**src/rtl/mod_up_down_counter.sv**
```systemverilog
// Programmable-modulus up/down counter: variable step, synchronous load, wrap/saturate, registered tc.
// Define MUD_CNT_STICKY_FLAGS_EN to build the sticky ovf/unf flags; otherwise they are tied low.
module mod_up_down_counter #(
  parameter int             N       = 8,
  parameter int             STEP_W  = 4,
  parameter logic [N-1:0]   RST_VAL = '0
) (
  input  logic              clk,
  input  logic              reset_n,
  input  logic              en,
  input  logic              up,
  input  logic [STEP_W-1:0] step,
  input  logic [N-1:0]      max_val,
  input  logic              sat,
  input  logic              load,
  input  logic [N-1:0]      load_val,
  input  logic              clr_flags,
  output logic [N-1:0]      q,
  output logic              tc,
  output logic              ovf,
  output logic              unf
);

  // All arithmetic is carried at N+1 bits so q+s and q+modulus never lose their carry before compare.
  logic [N:0]   max_ext;
  logic [N:0]   mod_ext;
  logic [N:0]   step_ext;
  logic [N:0]   s;
  logic [N:0]   q_ext;
  logic [N:0]   sum_up;
  logic [N:0]   wrap_up;
  logic [N:0]   diff_dn;
  logic [N:0]   wrap_dn;

  logic [N-1:0] q_next;
  logic         tc_next;
  logic         hit_ovf;
  logic         hit_unf;

  assign max_ext  = {1'b0, max_val};
  assign mod_ext  = max_ext + (N+1)'(1);
  assign step_ext = (N+1)'(step);
  assign s        = (step_ext < mod_ext) ? step_ext : mod_ext;
  assign q_ext    = {1'b0, q};
  assign sum_up   = q_ext + s;
  assign wrap_up  = sum_up - mod_ext;
  assign diff_dn  = q_ext - s;
  assign wrap_dn  = q_ext + mod_ext - s;

  always_comb begin
    // NOTE: every output of this block gets a default first so no path leaves a latch behind.
    q_next  = q;
    tc_next = 1'b0;
    hit_ovf = 1'b0;
    hit_unf = 1'b0;
    if (load) begin
      q_next = (load_val > max_val) ? max_val : load_val;
    end else if (en && (step != '0)) begin
      if (q > max_val) begin
        // Range shrank underneath q: treat as an overflow crossing whatever the direction.
        q_next  = sat ? max_val : '0;
        tc_next = 1'b1;
        hit_ovf = 1'b1;
      end else if (up) begin
        if (sum_up <= max_ext) begin
          q_next = sum_up[N-1:0];
        end else begin
          q_next  = sat ? max_val : wrap_up[N-1:0];
          tc_next = 1'b1;
          hit_ovf = 1'b1;
        end
      end else begin
        if (q_ext >= s) begin
          q_next = diff_dn[N-1:0];
        end else begin
          q_next  = sat ? '0 : wrap_dn[N-1:0];
          tc_next = 1'b1;
          hit_unf = 1'b1;
        end
      end
    end
  end

  // NOTE: sequential state uses non-blocking assignments so every flop samples pre-edge values.
  always_ff @(posedge clk) begin
    if (!reset_n) begin
      q  <= RST_VAL;
      tc <= 1'b0;
    end else begin
      q  <= q_next;
      tc <= tc_next;
    end
  end

`ifdef MUD_CNT_STICKY_FLAGS_EN
  // A crossing in the same cycle as clr_flags wins, so the flag ends set.
  always_ff @(posedge clk) begin
    if (!reset_n) begin
      ovf <= 1'b0;
      unf <= 1'b0;
    end else begin
      ovf <= hit_ovf | (ovf & ~clr_flags);
      unf <= hit_unf | (unf & ~clr_flags);
    end
  end
`else
  logic unused_flags;
  assign unused_flags = ^{clr_flags, hit_ovf, hit_unf};
  assign ovf = 1'b0;
  assign unf = 1'b0;
`endif

endmodule

```
**config.mk**
```make
export PLATFORM = sky130hd
export DESIGN_NAME = mod_up_down_counter
export DESIGN_NICKNAME = d
export VERILOG_FILES = /design/src/rtl/mod_up_down_counter.sv
export SDC_FILE = /design/constraint.sdc
export NUM_CORES = 1
export LEC_CHECK = 0
export CORE_ASPECT_RATIO = 0.5
export CORE_MARGIN = 2
export CORE_UTILIZATION = 45
export DETAILED_ROUTE_END_ITERATION = 10
export PLACE_DENSITY = 0.65
export SLEW_MARGIN = 20
export SYNTH_ARGS = -nofsm -noshare
export SYNTH_HDL_FRONTEND = slang
export SYNTH_SLANG_ARGS = --single-unit
```
**constraint.sdc**
```tcl
create_clock -name clk -period 6.9 [get_ports clk]
set_input_delay 1.38 -clock clk [delete_from_list [all_inputs] [get_ports clk]]
set_output_delay 1.38 -clock clk [all_outputs]
set_load 0.02 [all_outputs]
```
==> summary.txt, run 1 <==
Route
  • Vias per Instance: 5.67
  • Avg WL per Cell: about 17 µm
  • Vias post-DR: 3291
  • Initial DRC count: 234
  • Routed Antenna Nets: 0
  • Routed WL: between 9 and 10 mm
  • DRC viols: 0
  • First-pass iteration count of the detailed router: 5

Placement
  • Placed Instances: about 570
  • Placed Area: between 3000 and 4000 µm²
  • GPL Wtd Cong: between 0.9 and 1
  • Post-DP HPWL: slightly above 8 mm
  • I/O Buffers: 34

Timing
  • Worst relative slew slack: between 40% and 50%
  • Final period utilization: 93.7%
  • Hold WS: between 0.6 and 0.7 ns
  • Fin. max-slew vios: 0
  • Period minus WS final: roughly 6.5 ns
  • Setup TNS: 0 ns
  • Final setup vio count: 0
  • Final Skew: around 0.00044 ns
  • Hold Violations, Final: 0
  • Fmax: 155 MHz
  • RSZ-0062 raised after global routing: false
  • Slew @ Worst Pin: 0.751 ns

Finish
  • Post-route cell area: between 3000 and 4000 µm²
  • Nets: roughly 580
  • Filler instances: 681
  • Post-route insts no fill: between 500 and 600
  • ANT cells: 0
  • Area Overhead vs Synth: 25.9%
  • Proportion of layout cells with a drive suffix above 1: between 10% and 20%

Clock network
  • Clock root cell: clkbuf_16
  • H-tree lvl count: 1
  • Clock sink count: 9
  • Clk slew on worst S/H paths: 0.04 ns
  • CTS tree: built
  • Cts hold-fix bufs: 0
  • Num CTS Buffers: 3
  • Worst skew pair latency: approximately 0.23 ns
  • CTS max path bufs: 2

Global routing
  • Initial antenna violation count: 0
  • GRT Total Usage: between 20% and 30%
  • Pin count of the biggest net entering global routing: 18
  • Global-route wire length before repair: around 16 mm
  • Vias in the first global route: 3048
  • GRT overflow: 0

Setup path
  • Crit start category: input port
  • Crit path arrival time: about 6.6 ns
  • FF-to-FF path depth: 16
  • Critical Path RT: ~7.0 ns
  • CP Class: in2reg
  • Worst path slowest cell: clkdlybuf4s50_1
  • Crit-path max cell delay: 0.57 ns
  • CP endpoint kind: flip-flop
  • Worst-path maximum fanout: 6
  • CP dominant cell by count: ha_1

Synth
  • Cell with the most instances after synthesis: ha_1
  • #FFs+latches synth: 9
  • Top cells by area, synth: ha_1 22%, fa_1 6.4%, o21ai_0 6.1%
  • Yosys cell types: 64
  • Sequential-to-total area share from yosys stat: about 5.7%
  • Asr flop ratio synth: 0%
  • Yosys top cell area share: between 20 and 25%
  • Syn avg cell area: roughly 7.4 µm²
  • Synthesized area: approximately 3100 µm²
  • Post-synth EDFFs: 0
  • YS warnings: 0
  • Synth cell count leaders: 56 x ha_1, 45 x inv_1, 38 x o21ai_0
  • Synth Instances: 421
  • Area leader, netlist: ha_1
  • Synth Flop Type: dfxtp_1

Pwr
  • Tot Pwr: slightly above 0.9 mW
  • Pwr Density: 232 nW/µm²
  • VDD IR max: slightly above 0.08 mV
  • Leak pwr: ~1.8 nW

Die
  • Overall die width: around 120 µm
  • Placeable core area: roughly 6700 µm²
  • Die area: between 7000 and 8000 µm²
  • Initial Util: 46.8%
  • Row count: 21
  • IO Pins: 38
  • Die Y: approximately 63 µm

Job
  • Max Cap Viol: 0

Outcome
  • Status: finished, final reports clean

Hold path
  • HP Class: reg2reg
  • Hold path depth: 2
[final cells by class]
| class | count | area, µm² | share of cell area, % |
|---|---|---|---|
| Multi-Input combinational cell | 359 | 2790 | 70.7 |
| Timing Repair Buffer | 68 | 602 | 15.3 |
| Sequential cell | 9 | 180 | 4.57 |
| Inverter | 48 | 180 | 4.57 |
| Tap cell | 92 | 115 | 2.92 |
| Clock buffer | 4 | 78.8 | 2.00 |
[per-stage QoR]
stage               utilization, %  setup slack [ns]
floorplan                        -             0.464
global placement              56.3            -0.208
detailed placement            56.3            -0.256
CTS                           57.6            0.0577
global route                  58.9             0.163
finish                        58.9             0.438
[where the power goes]
group | internal, mW | switching (mW)
registers | 0.0605 | 0.0202
clock network | 0.0773 | 0.0258
logic | 0.337 | 0.395
[layout by cell type (no fill, tap or decap), types with 4 or more instances in the layout]
| cell type | count |
|---|---|
| nand2b_1 | 7 |
| a211oi_1 | 5 |
| a21o_1 | 11 |
| o21ai_0 | 35 |
| xor2_1 | 6 |
| nand3_1 | 15 |
| nor3_1 | 7 |
| nor2b_1 | 4 |
| clkdlybuf4s50_1 | 32 |
| buf_4 | 32 |
| inv_1 | 45 |
| and2_1 | 4 |
| xnor2_1 | 16 |
| nand4_1 | 4 |
| fa_1 | 9 |
| nor2_1 | 25 |
| nand2_1 | 29 |
| nor4_1 | 4 |
| conb_1 | 13 |
| o211ai_1 | 4 |
| dfxtp_1 | 9 |
| a21oi_1 | 27 |
| a221oi_1 | 6 |
| o21bai_1 | 4 |
| ha_1 | 54 |
| xnor2_2 | 4 |
[flip-flops by register name (all words and copies together) (netlist names)]
signal  cells
tc          1
q           8
[routing by layer]
layer | track usage (%) | up-vias | wire length, µm
li1 | - | 1650 | -
met1 | 41.9 | 1528 | 5080
met2 | 37.8 | 107 | 3860
met3 | 2.46 | 6 | 781
met4 | 3.88 | 0 | 71
met5 | 0 | - | 0
[worst paths after layout]
check / startpoint / end / slack, ns
worst max register to register: q[1] / q[1] / 2.90
worst max-delay path: step[1] / q[1] / 0.44
worst min register to register: q[7] / q[7] / 0.66
worst min-delay path: q[7] / q[7] / 0.66
[worst max-delay path, delay by kind of cell]
family	cells	cell delay, ns
buf+inv	4	1.02
fa+ha+maj	5	1.52
compound gates	10	1.82
simple gates	6	0.59
xor+xnor	1	0.25
[kinds of logic after synthesis]
group           synth area share [%]
buf+inv                         8.54
fa+ha+maj                       29.7
mux                            0.638
flops                           5.75
xor+xnor                        8.38
compound gates                  29.0
other cells                    0.240
simple gates                    17.8
[what timing repair did]
| action | in CTS | in global routing |
|---|---|---|
| resized for setup | 1 | 15 |
| setup buffers | 0 | 3 |
| pin swaps | 0 | 10 |
| setup endpoints to repair | 2 | 9 |
| gates cloned | 0 | 1 |
(Power assumes the default switching activity.)
==> run 2, diff against run 1 <==
Settings changed: CTS_BUF_LIST from default to sky130_fd_sc_hd__clkbuf_4 sky130_fd_sc_hd__clkbuf_8.
==> summary.txt, run 2 (synthesis results as in run 1) <==
Outcome
  • Status: finished, final reports clean

Finish
  • Area Overhead vs Synth: 24.9%
  • Core Util, Final: 58.5% (-0.45 points)
  • Proportion of layout cells with a drive suffix above 1: 11.5% (+0.20 points)
  • Max reg flops: 8 (unchanged)
  • Most flops, register: q
  • Commonest non-fill, non-tap cell in the layout: ha_1
  • ANT cells: 0 (unchanged)
  • Largest registers: q (8), tc (1)
  • Nets: 582 (unchanged)
  • Commonest non-fill, non-tap cells in the layout: 54 x ha_1, 45 x inv_1, 35 x o21ai_0

Global routing
  • Initial antenna violation count: 0 (unchanged)
  • GRT Total Usage: 25.9% (-0.23 points)
  • Vias in the first global route: 3028 (-0.66%)
  • Global-route wire length before repair: 15.5 mm (-0.84%)
  • GRT overflow: 0 (unchanged)
  • Pin count of the biggest net entering global routing: 18 (unchanged)

Die
  • Initial Util: 46.8% (unchanged)
  • Placeable core area: 6700 µm² (unchanged)
  • Row count: 21 (unchanged)
  • IO Pins: 38 (unchanged)
  • Die area: 7690 µm² (unchanged)
  • Die Y: 63.0 µm (unchanged)
  • Overall die width: 122 µm (unchanged)

Setup path
  • Internal reg-to-reg setup slack: 2.90 ns (about the same)
  • Worst-path maximum fanout: 6 (unchanged)
  • CP endpoint kind: flip-flop
  • Crit-path max cell delay: 0.57 ns (about the same)
  • Critical Path RT: 7.02 ns (about the same)
  • Crit path arrival time: 6.58 ns (about the same)
  • Worst path slowest cell: clkdlybuf4s50_1
  • CP Class: in2reg
  • CP dominant cell by count: ha_1
  • Crit start category: input port

Clock network
  • CTS tree: built
  • H-tree lvl count: 1 (unchanged)
  • Clock sink count: 9 (unchanged)
  • Clock root cell: clkbuf_8
  • CTS max path bufs: 2 (unchanged)
  • Cts hold-fix bufs: 0 (unchanged)
  • Clk slew on worst S/H paths: 0.05 ns (about the same)
  • Num CTS Buffers: 3 (unchanged)
  • Worst skew pair latency: 0.23 ns (about the same)

Route
  • Vias per Instance: 5.64 (-0.67%)
  • Avg WL per Cell: 16.7 µm (-1.0%)
  • Vias post-DR: 3269 (-0.67%)
  • DRC viols: 0 (unchanged)
  • First-pass iteration count of the detailed router: 5 (unchanged)
  • Initial DRC count: 239 (+2.1%)
  • Routed WL: 9.69 mm (-1.0%)
  • Routed Antenna Nets: 0 (unchanged)

Timing
  • Fin. max-slew vios: 0 (unchanged)
  • RSZ-0062 raised after global routing: false
  • Hold WS: 0.653 ns (-0.00176 ns)
  • Final Skew: 0.00258 ns (+0.00213 ns)
  • Setup TNS: 0 ns (unchanged)
  • Slew @ Worst Pin: 0.736 ns (-0.0149 ns)
  • Final period utilization: 93.6% (about the same)
  • Hold Violations, Final: 0 (unchanged)
  • Fmax: 155 MHz (about the same)
  • Period minus WS final: 6.46 ns (-0.00405 ns)
  • Worst relative slew slack: 50.8% (+1.0 points)
  • Final setup vio count: 0 (unchanged)

Placement
  • GPL Wtd Cong: 0.910 (unchanged)
  • I/O Buffers: 34 (unchanged)
  • Post-DP HPWL: 8.09 mm (unchanged)

Pwr
  • Pwr Density: 224 nW/µm² (-3.3%)
  • Leak pwr: 1.83 nW (-0.65%)
  • VDD IR max: 0.0748 mV (-8.0%)

Hold path
  • HP Class: reg2reg

Job
  • Max Cap Viol: 0 (unchanged)
==> run 2: changes by cell type in the layout (fill, tap and decap cells not counted) <==
cell	change
clkbuf_1	-1
clkbuf_16	-3
clkbuf_4	+1
clkbuf_8	+3
==> run 2: layer usage <==
| metal | wire (µm) | part of all wire (%) | global-route usage (%) | vias up |
|---|---|---|---|---|
| met1 | 5120 | 53 | 41.6 | 1517 |
| met5 | 0 | 0 | 0 | - |
| met4 | 53 | 0.55 | 4.02 | 0 |
| met3 | 720 | 7.4 | 2.46 | 4 |
| met2 | 3800 | 39 | 37.2 | 99 |
| li1 | - | - | - | 1649 |
==> run 2: cell type report <==
type	count	area, µm²
Timing Repair Buffer	68	602
Clock buffer	4	48.8
Sequential cell	9	180
Fill cell	684	2780
Inverter	48	180
Tap cell	92	115
Multi-Input combinational cell	359	2790
==> run 2: worst paths after layout <==
path,from,to,depth (start not counted)
setup / recovery,step[1],q[1],26
hold / removal,q[7],q[7],2
setup reg to reg,q[1],q[1],16
hold reg to reg,q[7],q[7],2
==> run 2: critical path, delay by kind of cell <==
kind,cells,cell delay [ns]
AOI/OAI and AO/OA,10,1.84
adders and majority gates,5,1.52
buffers and inverters,4,1.02
and+or+nand+nor,6,0.58
xor gates and xnor gates,1,0.24
==> run 2: metrics by stage <==
step                power [mW]  setup slack [ns]  area [µm²]  cells
CTS                      0.835            0.0590        3830    576
finish                   0.879             0.442        3920    580
global placement         0.757            -0.208        3770    572
floorplan                0.569             0.464        3180    432
global route             0.971             0.168        3920    580
detailed placement       0.765            -0.256        3770    572
==> run 2: power by group <==
part	switching, mW	internal [mW]
logic	0.395	0.337
registers	0.0202	0.0603
clock network	0.0220	0.0443
total	0.437	0.442
==> run 2: what timing repair did <==
item,in CTS,in global routing
gates resized for setup,1,15
endpoints found under the hold margin,0,0
buffers inserted,0,3
setup endpoints to repair,2,9
pin swaps,0,10
gates cloned,0,1
